File: config.mk
export PLATFORM = sky130hd
export DESIGN_NAME = fenced_wait_buffer
export DESIGN_NICKNAME = d
export VERILOG_FILES = /design/src/rtl/fenced_wait_buffer.sv
export SDC_FILE = /design/constraint.sdc
export NUM_CORES = 1
export LEC_CHECK = 0
export CAP_MARGIN = 20
export CORE_MARGIN = 1
export CORE_UTILIZATION = 65
export DETAILED_ROUTE_END_ITERATION = 16
export DONT_BUFFER_PORTS = 1
export GPL_ROUTABILITY_DRIVEN = 0
export PLACE_DENSITY = 0.9
export RECOVER_POWER = 100
export SLEW_MARGIN = 20
export SYNTH_ARGS = -nofsm -noshare
export SYNTH_HDL_FRONTEND = slang
export SYNTH_SLANG_ARGS = --single-unit
File: constraint.sdc
create_clock -name clk_i -period 54.1 [get_ports clk_i]
set_input_delay 10.82 -clock clk_i [delete_from_list [all_inputs] [get_ports clk_i]]
set_output_delay 10.82 -clock clk_i [all_outputs]
set_load 0.02 [all_outputs]
File: src/rtl/fenced_wait_buffer.sv
`default_nettype none
// fenced_wait_buffer: wait buffer with operand wakeup, round-robin dispatch and a memory fence.
// Optional feature macro WAIT_BUFFER_BYPASS_EN: same-cycle writeback tags mark operands ready at insertion.
module fenced_wait_buffer #(
  parameter int NumTags         = 8,
  parameter int TagWidth        = $clog2(NumTags),
  parameter int PcWidth         = 32,
  parameter int WarpWidth       = 32,
  parameter int WaitBufferSize  = 4,
  parameter int RegIdxWidth     = 6,
  parameter int OperandsPerInst = 2,
  parameter int NumEuPorts      = 2,
  parameter int InstWidth       = 32
) (
  input  logic                                 clk_i,
  input  logic                                 rst_i,
  input  logic                                 fe_handshake_i,
  output logic                                 ib_space_available_o,
  input  logic                                 dec_stop_decoded_i,
  input  logic                                 dec_valid_i,
  output logic                                 wb_ready_o,
  input  logic [PcWidth-1:0]                   dec_pc_i,
  input  logic [WarpWidth-1:0]                 dec_act_mask_i,
  input  logic [TagWidth-1:0]                  dec_tag_i,
  input  logic [RegIdxWidth-1:0]               dec_dst_reg_i,
  input  logic [InstWidth-1:0]                 dec_inst_i,
  input  logic                                 dec_is_mem_i,
  input  logic                                 dec_is_fence_i,
  input  logic [OperandsPerInst-1:0]           dec_operands_required_i,
  input  logic [OperandsPerInst-1:0]           dec_operands_ready_i,
  input  logic [OperandsPerInst*TagWidth-1:0]  dec_operand_tags_i,
  input  logic [OperandsPerInst*RegIdxWidth-1:0] dec_operands_i,
  output logic                                 disp_valid_o,
  input  logic                                 opc_ready_i,
  output logic [TagWidth-1:0]                  disp_tag_o,
  output logic [PcWidth-1:0]                   disp_pc_o,
  output logic [WarpWidth-1:0]                 disp_act_mask_o,
  output logic [InstWidth-1:0]                 disp_inst_o,
  output logic [RegIdxWidth-1:0]               disp_dst_o,
  output logic [OperandsPerInst-1:0]           disp_operands_required_o,
  output logic [OperandsPerInst*RegIdxWidth-1:0] disp_operands_o,
  output logic                                 disp_is_mem_o,
  input  logic [NumEuPorts-1:0]                eu_valid_i,
  input  logic [NumEuPorts*TagWidth-1:0]       eu_tag_i,
  input  logic                                 mem_retire_valid_i,
  input  logic [TagWidth-1:0]                  mem_retire_tag_i,
  output logic                                 fence_active_o
);
  localparam int CREDIT_W = $clog2(WaitBufferSize + 1);
  localparam int IDX_W    = $clog2(WaitBufferSize);
  localparam int SUM_W    = CREDIT_W + 2;

  logic [WaitBufferSize-1:0]            valid_q, is_mem_q, behind_fence_q, eligible;
  logic [TagWidth-1:0]                  tag_q      [WaitBufferSize];
  logic [PcWidth-1:0]                   pc_q       [WaitBufferSize];
  logic [WarpWidth-1:0]                 mask_q     [WaitBufferSize];
  logic [InstWidth-1:0]                 inst_q     [WaitBufferSize];
  logic [RegIdxWidth-1:0]               dst_q      [WaitBufferSize];
  logic [OperandsPerInst-1:0]           op_req_q   [WaitBufferSize];
  logic [OperandsPerInst-1:0]           op_rdy_q   [WaitBufferSize];
  logic [OperandsPerInst-1:0]           op_rdy_d   [WaitBufferSize];
  logic [OperandsPerInst*TagWidth-1:0]  op_tags_q  [WaitBufferSize];
  logic [OperandsPerInst*RegIdxWidth-1:0] ops_q    [WaitBufferSize];

  logic [IDX_W-1:0]    rr_q, grant, free_idx;
  logic [CREDIT_W-1:0] credits_q, credits_d;
  logic [SUM_W-1:0]    credit_sum;
  logic [NumTags-1:0]  mem_pending_q, mem_pending_d, fence_mask_q, fence_mask_d;
  logic [NumTags-1:0]  retire_vec, snapshot;
  logic [OperandsPerInst-1:0] ins_rdy;
  logic full, accept, fence_accept, insert, disp_hs, any_elig;
  int   idx;

  assign full           = &valid_q;
  assign fence_active_o = |fence_mask_q;
  assign wb_ready_o     = dec_is_fence_i ? !fence_active_o : !full;
  assign accept         = dec_valid_i && wb_ready_o;
  assign fence_accept   = accept && dec_is_fence_i;
  assign insert         = accept && !dec_is_fence_i;
  assign disp_valid_o   = any_elig;
  assign disp_hs        = any_elig && opc_ready_i;
  assign ib_space_available_o = (credits_q != '0);

  always_comb begin
    eligible = '0;
    for (int i = 0; i < WaitBufferSize; i++)
      eligible[i] = valid_q[i] && (&op_rdy_q[i]) && !(is_mem_q[i] && behind_fence_q[i]);
  end

  // Round-robin search starting at rr_q, wrapping past the last entry.
  always_comb begin
    grant    = '0;
    any_elig = 1'b0;
    idx      = 0;
    for (int k = 0; k < WaitBufferSize; k++) begin
      idx = int'(rr_q) + k;
      if (idx >= WaitBufferSize) idx = idx - WaitBufferSize;
      if (!any_elig && eligible[idx]) begin
        any_elig = 1'b1;
        grant    = IDX_W'(idx);
      end
    end
  end

  always_comb begin
    free_idx = '0;
    for (int i = WaitBufferSize - 1; i >= 0; i--)
      if (!valid_q[i]) free_idx = IDX_W'(i);
  end

  always_comb begin
    for (int i = 0; i < WaitBufferSize; i++) begin
      op_rdy_d[i] = op_rdy_q[i];
      for (int j = 0; j < OperandsPerInst; j++)
        for (int p = 0; p < NumEuPorts; p++)
          if (valid_q[i] && eu_valid_i[p] &&
              op_tags_q[i][j*TagWidth +: TagWidth] == eu_tag_i[p*TagWidth +: TagWidth])
            op_rdy_d[i][j] = 1'b1;
    end
  end

  always_comb begin
    ins_rdy = dec_operands_ready_i | ~dec_operands_required_i;
`ifdef WAIT_BUFFER_BYPASS_EN
    for (int j = 0; j < OperandsPerInst; j++)
      for (int p = 0; p < NumEuPorts; p++)
        if (eu_valid_i[p] &&
            dec_operand_tags_i[j*TagWidth +: TagWidth] == eu_tag_i[p*TagWidth +: TagWidth])
          ins_rdy[j] = 1'b1;
`else
    ins_rdy = ins_rdy;
`endif
  end

  // Retire clears after the snapshot so a same-cycle retire of a snapshot tag wins.
  always_comb begin
    retire_vec = '0;
    if (mem_retire_valid_i) retire_vec[mem_retire_tag_i] = 1'b1;
    snapshot = mem_pending_q;
    for (int i = 0; i < WaitBufferSize; i++)
      if (valid_q[i] && is_mem_q[i]) snapshot[tag_q[i]] = 1'b1;
    fence_mask_d  = (fence_accept ? snapshot : fence_mask_q) & ~retire_vec;
    mem_pending_d = mem_pending_q & ~retire_vec;
    if (disp_hs && is_mem_q[grant]) mem_pending_d[tag_q[grant]] = 1'b1;
  end

  always_comb begin
    credit_sum = SUM_W'(credits_q) + SUM_W'(disp_hs) + SUM_W'(dec_stop_decoded_i)
               + SUM_W'(fence_accept);
    if (fe_handshake_i && credit_sum != '0) credit_sum = credit_sum - SUM_W'(1);
    if (credit_sum > SUM_W'(WaitBufferSize)) credits_d = CREDIT_W'(WaitBufferSize);
    else                                     credits_d = credit_sum[CREDIT_W-1:0];
  end

  assign disp_tag_o               = tag_q[grant];
  assign disp_pc_o                = pc_q[grant];
  assign disp_act_mask_o          = mask_q[grant];
  assign disp_inst_o              = inst_q[grant];
  assign disp_dst_o               = dst_q[grant];
  assign disp_operands_required_o = op_req_q[grant];
  assign disp_operands_o          = ops_q[grant];
  assign disp_is_mem_o            = is_mem_q[grant];

  always_ff @(posedge clk_i or posedge rst_i) begin
    if (rst_i) begin
      rr_q          <= '0;
      credits_q     <= CREDIT_W'(WaitBufferSize);
      mem_pending_q <= '0;
      fence_mask_q  <= '0;
    end else begin
      if (disp_hs) rr_q <= (int'(grant) == WaitBufferSize - 1) ? '0 : grant + IDX_W'(1);
      credits_q     <= credits_d;
      mem_pending_q <= mem_pending_d;
      fence_mask_q  <= fence_mask_d;
    end
  end

  // A slot freed by dispatch only becomes insertable next cycle since free_idx uses valid_q.
  always_ff @(posedge clk_i or posedge rst_i) begin
    if (rst_i) begin
      valid_q        <= '0;
      is_mem_q       <= '0;
      behind_fence_q <= '0;
      for (int i = 0; i < WaitBufferSize; i++) begin
        tag_q[i]     <= '0;
        pc_q[i]      <= '0;
        mask_q[i]    <= '0;
        inst_q[i]    <= '0;
        dst_q[i]     <= '0;
        op_req_q[i]  <= '0;
        op_rdy_q[i]  <= '0;
        op_tags_q[i] <= '0;
        ops_q[i]     <= '0;
      end
    end else begin
      for (int i = 0; i < WaitBufferSize; i++) op_rdy_q[i] <= op_rdy_d[i];
      if (disp_hs) valid_q[grant] <= 1'b0;
      if (fence_mask_d == '0) behind_fence_q <= '0;
      if (insert) begin
        valid_q[free_idx]   <= 1'b1;
        is_mem_q[free_idx]  <= dec_is_mem_i;
        tag_q[free_idx]     <= dec_tag_i;
        pc_q[free_idx]      <= dec_pc_i;
        mask_q[free_idx]    <= dec_act_mask_i;
        inst_q[free_idx]    <= dec_inst_i;
        dst_q[free_idx]     <= dec_dst_reg_i;
        op_req_q[free_idx]  <= dec_operands_required_i;
        op_rdy_q[free_idx]  <= ins_rdy;
        op_tags_q[free_idx] <= dec_operand_tags_i;
        ops_q[free_idx]     <= dec_operands_i;
        if (fence_mask_d != '0) behind_fence_q[free_idx] <= fence_active_o;
      end
    end
  end
endmodule
`default_nettype wire

# [Word level (Yosys, flattened, before mapping)]
# Cells that the tools add are included.
# W data, S select, Z words.
[op_classes] n_bitwise=15 n_mux=121 eq_ne=17 n_addsub=12 reduce_logical=78 magnitude_cmp=28
[ops] operator="$bwmux W128" count=3
[ops] operator="$mux W32" count=11
[ops] operator="$bmux W32 S2" count=3
[ops] operator="$lt A32 B4 Y1 const B" count=4
[ops] operator="$demux W32 S2" count=1
[ops] operator="$mux W8" count=8
[ops] operator="$logic_and A1 B1 Y1" count=58
[ops] operator="$bwmux W24" count=2
[ops] operator="$bwmux W48" count=1
[ops] operator="$eq A3 B3 Y1" count=16
[ops] operator="$or A8 B8 Y8" count=5
[ops] operator="$mux W1" count=38
[ops] operator="$mux W12" count=3
[ops] operator="$bmux W12 S2" count=1
[ops] operator="$demux W12 S2" count=1
[ops] operator="$lt A3 B4 Y1 const B" count=6
[ops] operator="$mux W2" count=12
[ops] operator="$mux W4" count=5
[ops] operator="$demux W1 S3" count=6
[ops] operator="$ge A3 B1 Y1 const B" count=6
[ops] operator="$mux W6" count=3
[ops] operator="$and A8 B8 Y8" count=2
[ops] operator="$bwmux W8" count=2
[ops] operator="$ge A3 B3 Y1 const B" count=5
[ops] operator="other kinds (42)" count=69
[totals] output_inout_bits=124 ff_bits=541 in_bits=147 word_cells=314

# [Depth between registers and ports, before layout]
# Gate-level depths: netlist of run 1.
[logic_depth] word_depth=26 ltp_mapped=16 ltp_nobuf=16

# [Least setup slack after synthesis of run 1]
# OpenSTA, ideal clock, no wires.
[synth_timing] path_kind="in2out" from="input dec_is_fence_i" to="output wb_ready_o" cell_stages=2 required_ns=43.280 t_arrival_ns=11.194 path_buffers=0 path_slack_ns=32.086 cell_sequence="nor3b_1 > a21oi_1"
[synth_between] elab_chain_len=1
[synth_lines] element="start, declared" line_no="28" source="input logic dec_is_fence_i,"
[synth_lines] element="$mux W1" line_no="76" source="assign wb_ready_o = dec_is_fence_i ? !fence_active_o : !full;"
[synth_lines] element="end, declared" line_no="21" source="output logic wb_ready_o,"
# No other way between the ends.

==> out/qor.txt, run 1 <==
Run status = finished, violations left
Violated checks = max-capacitance violations, max-slew violations
Wire length per cell = 21.7 µm
Wire length of the first global-routing pass = 100000 µm
TritonRoute pass-1 iters = 5
Clock input transition at the sequential cells of the worst setup and hold paths = 60 ps
Sort of element at the end of the critical path = async pin
Number of warnings printed during yosys synthesis = 0
Antenna violations before repair = 0
Instance count of the mapped netlist = 2442
Distinct cell type count of the synthesized netlist = 57
Number of cell rows = 71
# nets final = 2517
Achievable frequency = 44.9 MHz
Number of buffers and inverters on the critical path = 2
Post-route clock period utilization = 0.412
Post-Place Setup Slack = 32050 ps
Max-slew violation total from the final report = 1583
Final worst slack = 31830 ps
H-Tree Depth = 2
Detail Placement HPWL = 37100 µm
Effective utilization at floorplan = 0.662
Primary FF master, synth = sky130_fd_sc_hd__dfrtp_1
Maximum fanout along the worst path = 187
Path class of the lowest-slack min-delay path = flop to flop
Clock tree from TritonCTS = done
Vias in the first global route = 19269
Beginning of the critical path = rst_i
Number of port buffers = 0
Antenna cell count = 0
Number of buffers inserted during clock tree synthesis = 53
Leading post-synthesis cells by instance count = 878 x sky130_fd_sc_hd__nand2_1, 540 x sky130_fd_sc_hd__dfrtp_1, 381 x sky130_fd_sc_hd__mux2_2, 119 x sky130_fd_sc_hd__and3_1, 116 x sky130_fd_sc_hd__a31oi_1
Peak per-stage delay on the critical path = 6780 ps
Clock period minus worst slack = 22270 ps
Largest delay contributor family on the critical path = buffers and inverters
Count of routing violations after the opening detailed-route iteration = 1372
Post-route DRC = 0
Synth top area cells = sky130_fd_sc_hd__dfrtp_1 54%, sky130_fd_sc_hd__mux2_2 17%, sky130_fd_sc_hd__nand2_1 13%, sky130_fd_sc_hd__and3_1 3.0%, sky130_fd_sc_hd__a31oi_1 2.9%
Number of nets still failing antenna checks after routing = 0
CTS Hold Buffers Added = 0
Arrival time reported for the critical path endpoint = 20600 ps
Number of setup buffers added after CTS = 0
Sequential fraction of the synthesis area = 0.540
Worst-skew pair later-pin latency = 600 ps
Cell at the slowest stage of the critical path = sky130_fd_sc_hd__clkbuf_1
Max_cap viols = 24
Sinks on the clock net = 541
Largest area contributor in the netlist = sky130_fd_sc_hd__dfrtp_1
Maximum number of pins on one net before global-route repair = 188
Launch point of the worst hold path = dst_q[1]
Worst slew pin tran = 9460 ps
Post-synth EDFFs = 0
Count of cells resized by post-cts repair = 0
Register bit total from synthesis = 541
Slew HR = -5.31
Worst setup path class = input port to async pin
Clock root buffer = sky130_fd_sc_hd__clkbuf_16
Count leader, synth = sky130_fd_sc_hd__nand2_1
Setup repair after global routing missed its margin = false
Final global-route overflow total = 0
Setup clock skew after layout = 14.0 ps
Type of element launching the critical path = input port
Cell area after synthesis = 0.0251 mm²
Number of top-level pins = 271
Overall routing resource usage = 0.323
Routed via count = 18497
WP data required = 52430 ps
Crit path cell chain = clkinvlp_2 -> clkbuf_1
R2R Path Start = valid_q[1]
Core area = 0.0378 mm²
DIE WIDTH = 198 µm
Count of final setup violators = 0
Number of nets in the synthesized netlist = 2599
Area growth from synthesis to layout = 7.12%
Average cell area after synthesis = 10.3 µm²
Maximum number of buffers from clock root to sink = 3
Ys async rst share = 1.00
Wire length reported by the detailed router = 63200 µm
Setup TNS = 0 ps
Die area = 0.0394 mm²
Share of post-route cells with drive strength above 1 = 0.194
Vertical extent of the die = 198 µm
Area share of the largest cell type after synthesis = 0.539
Number of hold-slack violations in the final timing report = 0
Mean number of vias per cell = 6.35
[through the flow]
stage,hold slack [ps],cell area [µm²],std cells,util
after floorplan,446,25100,2442,-
after global placement,457,25300,2815,0.668
after detailed placement,462,25300,2815,0.668
after CTS,476,27000,2910,0.714
after global routing,492,26900,2911,0.710
final,472,26900,2911,0.710
[cell usage in the layout (no fill, tap or decap), types with 4 or more instances in the layout]
master,count
sky130_fd_sc_hd__mux2_1,4
sky130_fd_sc_hd__o22ai_1,6
sky130_fd_sc_hd__clkinv_2,7
sky130_fd_sc_hd__o31ai_1,5
sky130_fd_sc_hd__o22a_1,6
sky130_fd_sc_hd__a21o_1,4
sky130_fd_sc_hd__o21ai_0,9
sky130_fd_sc_hd__nor2_1,15
sky130_fd_sc_hd__nand3_1,6
sky130_fd_sc_hd__or4_1,4
sky130_fd_sc_hd__nor3_1,7
sky130_fd_sc_hd__and3_1,119
sky130_fd_sc_hd__a21oi_1,13
sky130_fd_sc_hd__nand2b_1,11
sky130_fd_sc_hd__nor2b_1,7
sky130_fd_sc_hd__dfrtp_1,540
sky130_fd_sc_hd__clkbuf_8,12
sky130_fd_sc_hd__mux2i_1,10
sky130_fd_sc_hd__mux2_2,377
sky130_fd_sc_hd__a31oi_1,116
sky130_fd_sc_hd__nand2_1,878
sky130_fd_sc_hd__a211oi_1,6
sky130_fd_sc_hd__ha_1,8
sky130_fd_sc_hd__nor4_1,24
sky130_fd_sc_hd__clkbuf_16,55
sky130_fd_sc_hd__xor2_1,48
sky130_fd_sc_hd__o31a_1,5
sky130_fd_sc_hd__clkbuf_1,38
sky130_fd_sc_hd__inv_1,9
[area by class of cell]
cell class	count	area [µm²]
Clock buffer	85	1610
Clock inverter	10	104
Fill cell	2526	11000
Inverter	14	60.1
Multi-Input combinational cell	1727	10800
Sequential cell	541	13500
Tap cell	511	639
Timing Repair Buffer	23	97.6
[flip-flops by register name, summed over array words and instances, names as in the netlist, 12 cells and up]
signal,cells
pc_q,128
tag_q,12
inst_q,128
ops_q,48
dst_q,24
op_tags_q,24
mask_q,128
[metal layers]
layer,share of wire,track usage
met5,0,0
met4,0.036,0.155
met3,0.10,0.0982
met1,0.36,0.384
met2,0.50,0.535
[kinds of logic after synthesis]
| logic type | count (synthesis) | share of synthesized area |
|---|---|---|
| DFF | 541 | 0.540 |
| buffers and inverters | 174 | 0.0281 |
| and+or+nand+nor | 1088 | 0.183 |
| muxes | 392 | 0.176 |
| adders and majority gates | 10 | 0.00559 |
| AOI/OAI and AO/OA | 188 | 0.0499 |
| xor gates and xnor gates | 49 | 0.0171 |
[final timing paths]
kind / end / slack [ps] / cells after the start
setup / recovery: inst_q[43] / 31830 / 2
hold / removal: dst_q[1] / 470 / 2
setup reg to reg: valid_q[0] / 43460 / 9
hold reg to reg: dst_q[1] / 470 / 2
max in group clk_i: disp_operands_required_o[0] / 31860 / 7
min in group asynchronous: mask_q[10] / 11620 / 1
Power of run 1 is not shown: default switching activity piles up to over one toggle a cycle in this logic, so the estimate is an artifact.
==> run 2: changes to the inputs <==
Settings changed: CORE_UTILIZATION 65 to 64, PLACE_DENSITY 0.9 to 0.89.
Clock period 54.1 ns to 22 ns, I/O delays scaled along.
==> out/qor.txt, run 2 (synthesis results as in run 1) <==
Number of nets still failing antenna checks after routing = 0 (unchanged)
Launch point of the worst hold path = inst_q[19] (was dst_q[1])
Max-slew violation total from the final report = 1084 (was 1583)
Beginning of the critical path = valid_q[3] (was rst_i)
Count of cells resized by post-cts repair = 0 (unchanged)
CTS Hold Buffers Added = 0 (unchanged)
Routed via count = 18336 (was 18497)
Most common library cell in the layout ignoring fill and taps = sky130_fd_sc_hd__nand2_1 (unchanged)
Antenna violations before repair = 0 (unchanged)
Sort of element at the end of the critical path = output pin (was async pin)
Share of post-route cells with drive strength above 1 = 0.196 (was 0.194)
Number of port buffers = 0 (unchanged)
Maximum number of pins on one net before global-route repair = 188 (unchanged)
Clock root buffer = sky130_fd_sc_hd__clkbuf_16 (unchanged)
Sinks on the clock net = 541 (unchanged)
Post-route DRC = 0 (unchanged)
Cell at the slowest stage of the critical path = sky130_fd_sc_hd__clkbuf_1 (unchanged)
Clock period minus worst slack = 13680 ps
Mean number of vias per cell = 6.28 (was 6.35)
Max_cap viols = 17 (was 24)
H-Tree Depth = 2 (unchanged)
Top library cells by usage in the layout, fill and taps aside = 878 x sky130_fd_sc_hd__nand2_1, 540 x sky130_fd_sc_hd__dfrtp_1, 373 x sky130_fd_sc_hd__mux2_2 (was 878 x sky130_fd_sc_hd__nand2_1, 540 x sky130_fd_sc_hd__dfrtp_1, 377 x sky130_fd_sc_hd__mux2_2)
Maximum number of buffers from clock root to sink = 3 (unchanged)
Reg2reg setup slack = 14910 ps (was 43460 ps)
Area growth from synthesis to layout = 7.80% (was 7.12%)
Number of buffers and inverters on the critical path = 2 (unchanged)
Cell repeated most along the worst path = sky130_fd_sc_hd__clkbuf_1
Run status = finished, violations left (unchanged)
Top flop regs = inst_q (128), mask_q (128), pc_q (128) (unchanged)
WP data required = 17600 ps (was 52430 ps)
Maximum fanout along the worst path = 99 (was 187)
Setup clock skew after layout = 12.4 ps (was 14.0 ps)
Post-Place Setup Slack = 12790 ps (was 32050 ps)
Count of routing violations after the opening detailed-route iteration = 1368 (was 1372)
Largest delay contributor family on the critical path = buffers and inverters (unchanged)
Post-route clock period utilization = 0.622
Final global-route overflow total = 0 (unchanged)
Post-layout util = 0.699 (was 0.710)
Number of setup buffers added after CTS = 0 (unchanged)
Clock tree from TritonCTS = done (unchanged)
Setup TNS = 0 ps (unchanged)
Number of buffers inserted during clock tree synthesis = 55 (was 53)
Core area = 0.0386 mm² (was 0.0378 mm²)
Clock input transition at the sequential cells of the worst setup and hold paths = 60 ps (about the same)
Number of hold-slack violations in the final timing report = 0 (unchanged)
Worst-skew pair later-pin latency = 590 ps (was 600 ps)
Path class of the lowest-slack min-delay path = flop to flop (unchanged)
Post-Place Cell Area = 0.0253 mm² (about the same)
Crit path cell chain = nand4_1 -> and2_0 -> a311oi_1 -> clkbuf_1 -> clkbuf_1 -> nand2_1 -> and3_1 -> a31oi_1 (was clkinvlp_2 -> clkbuf_1)
Vias in the first global route = 19104 (was 19269)
Peak per-stage delay on the critical path = 3360 ps (was 6780 ps)
Type of element launching the critical path = flop (was input port)
Number of top-level pins = 271 (unchanged)
Vertical extent of the die = 200 µm (was 198 µm)
Setup repair after global routing missed its margin = false (unchanged)
Achievable frequency = 73.1 MHz
Detail Placement HPWL = 36600 µm (was 37100 µm)
TritonRoute pass-1 iters = 7 (was 5)
Overall routing resource usage = 0.315 (was 0.323)
Count of final setup violators = 0 (unchanged)
R2R Path Start = valid_q[0] (was valid_q[1])
Arrival time reported for the critical path endpoint = 9280 ps (was 20600 ps)
Worst setup path class = flop to output pin (was input port to async pin)
Antenna cell count = 0 (unchanged)
Wire length per cell = 21.5 µm (was 21.7 µm)
Final worst slack = 8320 ps (was 31830 ps)
Effective utilization at floorplan = 0.649 (was 0.662)
Slew HR = -2.83 (was -5.31)
Wire length of the first global-routing pass = 99100 µm (was 100000 µm)
Die area = 0.0400 mm² (was 0.0394 mm²)
Wire length reported by the detailed router = 62700 µm (was 63200 µm)
# nets final = 2518 (was 2517)
Number of cell rows = 72 (was 71)
DIE WIDTH = 200 µm (was 198 µm)
Worst slew pin tran = 5710 ps (was 9460 ps)
Violated checks = max-capacitance violations, max-slew violations (unchanged)
Area of all placed cells without fillers = 0.0270 mm² (was 0.0269 mm²)
==> run 2: path summary, 6_finish.rpt <==
check,cells past startpoint,to
worst max-delay path,8,disp_inst_o[5]
worst min-delay path,2,inst_q[19]
worst max register to register,6,op_rdy_q[1]
worst min register to register,2,inst_q[19]
max in group asynchronous,3,pc_q[51]
min in group asynchronous,1,mask_q[106]
==> run 2: area by class of cell <==
type / instances / area, µm²
multi-input cells: 1727 / 10800
clock buffers: 80 / 1550
fillers: 2569 / 11600
clock inverters: 19 / 277
well taps: 518 / 648
repair buffers: 22 / 118
inverters: 14 / 66.3
flip-flops and latches: 541 / 13500
==> run 2: per-layer routing <==
metal | part of all wire | GRT usage
met1 | 0.39 | 0.388
met2 | 0.49 | 0.515
met3 | 0.097 | 0.102
met4 | 0.026 | 0.120
met5 | 0 | 0.00864
==> run 2: worst min-delay path: cells and delay by family, from the launching register on <==
kind / cells / cell delay [ps]
flip-flops: 1 / 340
AND/OR/NAND/NOR: 2 / 100
==> run 2: metrics by stage <==
stage          instances  hold WS, ps
2_1_floorplan       2442          446
3_3_place_gp        2822          456
3_5_place_dp        2822          462
4_1_cts             2921          476
5_1_grt             2921          505
6_report            2921          475
Power of run 2 is left out for the same reason.
==> run 3: changes to the inputs <==
Clock period 22 ns to 13.64 ns, I/O delays scaled along.
==> out/qor.txt, run 3 (synthesis results as in run 1) <==
Run status = finished, violations left (unchanged)
Violated checks = max-capacitance violations, max-slew violations (unchanged)
Sinks on the clock net = 541 (unchanged)
Path class of the lowest-slack min-delay path = flop to flop (unchanged)
Maximum number of buffers from clock root to sink = 3 (unchanged)
Max-slew violation total from the final report = 988 (was 1084)
Number of nets still failing antenna checks after routing = 0 (unchanged)
Post-route DRC = 0 (unchanged)
Routed via count = 18400 (was 18336)
R2R Path Start = valid_q[0] (unchanged)
Maximum fanout along the worst path = 74 (was 99)
Count of final setup violators = 0 (unchanged)
Wire length per cell = 21.7 µm (was 21.5 µm)
Count of routing violations after the opening detailed-route iteration = 1352 (was 1368)
Number of buffers and inverters on the critical path = 2 (unchanged)
Setup repair after global routing missed its margin = false (unchanged)
Sequential Area = 0.0135 mm² (unchanged)
Setup TNS = 0 ps (unchanged)
Setup clock skew after layout = 21.6 ps (was 12.4 ps)
Top flop regs = inst_q (128), mask_q (128), pc_q (128) (unchanged)
Slew HR = -2.20 (was -2.83)
Top library cells by usage in the layout, fill and taps aside = 878 x sky130_fd_sc_hd__nand2_1, 540 x sky130_fd_sc_hd__dfrtp_1, 371 x sky130_fd_sc_hd__mux2_2 (was 878 x sky130_fd_sc_hd__nand2_1, 540 x sky130_fd_sc_hd__dfrtp_1, 373 x sky130_fd_sc_hd__mux2_2)
Overall routing resource usage = 0.317 (was 0.315)
Count of cells resized by post-cts repair = 0 (unchanged)
Maximum number of pins on one net before global-route repair = 243 (was 188)
Max_cap viols = 15 (was 17)
Number of top-level pins = 271 (unchanged)
Crit Reg-Reg Endpoint = mem_pending_q[5] (was op_rdy_q[1])
Area growth from synthesis to layout = 7.51% (was 7.80%)
Detail Placement HPWL = 38600 µm (was 36600 µm)
Number of cell rows = 72 (unchanged)
Beginning of the critical path = valid_q[0] (was valid_q[3])
Worst-skew pair later-pin latency = 620 ps (was 590 ps)
Number of port buffers = 0 (unchanged)
Core area = 0.0386 mm² (unchanged)
Number of setup buffers added after CTS = 0 (unchanged)
Sort of element at the end of the critical path = output pin (unchanged)
Cell repeated most along the worst path = sky130_fd_sc_hd__clkbuf_1 (unchanged)
Achievable frequency = 99.8 MHz
Multi-input gate area = 0.0108 mm² (about the same)
Fill count = 2640 (was 2569)
CTS Hold Buffers Added = 0 (unchanged)
Worst slew pin tran = 4800 ps (was 5710 ps)
Number of hold-slack violations in the final timing report = 0 (unchanged)
Vias in the first global route = 19008 (was 19104)
Worst setup path class = flop to output pin (unchanged)
Post-route clock period utilization = 0.735
# nets final = 2520 (was 2518)
Crit path cell chain = and3_1 -> nand2_1 -> mux2_2 -> nor2_1 -> a211oi_1 -> clkbuf_1 -> clkbuf_1 -> mux2i_1 (was nand4_1 -> and2_0 -> a311oi_1 -> clkbuf_1 -> clkbuf_1 -> nand2_1 -> and3_1 -> a31oi_1)
DIE WIDTH = 200 µm (unchanged)
H-Tree Depth = 2 (unchanged)
WP data required = 10910 ps (was 17600 ps)
Die area = 0.0400 mm² (unchanged)
Wire length reported by the detailed router = 63500 µm (was 62700 µm)
Most common library cell in the layout ignoring fill and taps = sky130_fd_sc_hd__nand2_1 (unchanged)
Share of post-route cells with drive strength above 1 = 0.194 (was 0.196)
Effective utilization at floorplan = 0.649 (unchanged)
Clock period minus worst slack = 10020 ps
Arrival time reported for the critical path endpoint = 7290 ps (was 9280 ps)
Clock root buffer = sky130_fd_sc_hd__clkbuf_16 (unchanged)
Antenna cell count = 0 (unchanged)
Clock tree from TritonCTS = done (unchanged)
Vertical extent of the die = 200 µm (unchanged)
Cell at the slowest stage of the critical path = sky130_fd_sc_hd__clkbuf_1 (unchanged)
Clock input transition at the sequential cells of the worst setup and hold paths = 60 ps (about the same)
Antenna violations before repair = 0 (unchanged)
Number of buffers inserted during clock tree synthesis = 54 (was 55)
Number of stages on the worst setup path = 8 (unchanged)
CP endpoint = disp_tag_o[0] (was disp_inst_o[5])
Type of element launching the critical path = flop (unchanged)
TritonRoute pass-1 iters = 5 (was 7)
Final global-route overflow total = 0 (unchanged)
Mean number of vias per cell = 6.30 (was 6.28)
Reg2reg setup slack = 6190 ps (was 14910 ps)
Largest delay contributor family on the critical path = buffers and inverters (unchanged)
Peak per-stage delay on the critical path = 2370 ps (was 3360 ps)
Wire length of the first global-routing pass = 99200 µm (was 99100 µm)
Worst r2r path cells = 10 (was 6)
[run 3: cell count changes in the layout (fill, tap and decap cells not counted), sizes merged]
cell,delta
bufinv,-5
clkinvlp,-1
clkbuf,+5
inv,+1
clkinv,-2
buf,+3
[run 3: routing by layer]
metal / track usage / vias up / routed length (µm)
li1: - / 8075 / -
met1: 0.371 / 9233 / 23400
met2: 0.522 / 905 / 31200
met3: 0.103 / 187 / 6370
met4: 0.165 / 0 / 2470
met5: 0 / - / 0
[run 3: worst min path at each step]
stage	start	endpoint	slack [ps]	cells after the start
after floorplan	dst_q[0]	dst_q[0]	450	2
final	pc_q[7]	pc_q[7]	470	2
after global placement	mask_q[12]	mask_q[12]	460	2
after global routing	inst_q[1]	inst_q[1]	490	2
after CTS	mask_q[12]	mask_q[12]	480	2
after detailed placement	pc_q[21]	pc_q[21]	460	2
[run 3: tightest hold or removal path: stages, from the launching register on]
cell and delay [ps]:
sky130_fd_sc_hd__dfrtp_1 340, sky130_fd_sc_hd__nand2_1 50, sky130_fd_sc_hd__nand2_1 50
[run 3: metrics by stage]
step / hold WS (ps) / setup slack, ps / instance area [µm²] / std cells / util
final: 473 / 3620 / 26900 / 2922 / 0.697
after global routing: 489 / 3410 / 26900 / 2922 / 0.697
after CTS: 476 / 6770 / 27000 / 2920 / 0.699
after detailed placement: 461 / 7430 / 25300 / 2823 / 0.655
after global placement: 457 / 7620 / 25300 / 2823 / 0.655
after floorplan: 446 / 3550 / 25100 / 2442 / -
[run 3: final cells by class]
cell class | count | area share
Multi-Input combinational cell | 1727 | 0.401
Inverter | 14 | 0.00228
Clock buffer | 85 | 0.0593
Tap cell | 518 | 0.0241
Timing Repair Buffer | 25 | 0.00608
Clock inverter | 12 | 0.00478
Sequential cell | 541 | 0.502
Power of run 3 is left out for the same reason.
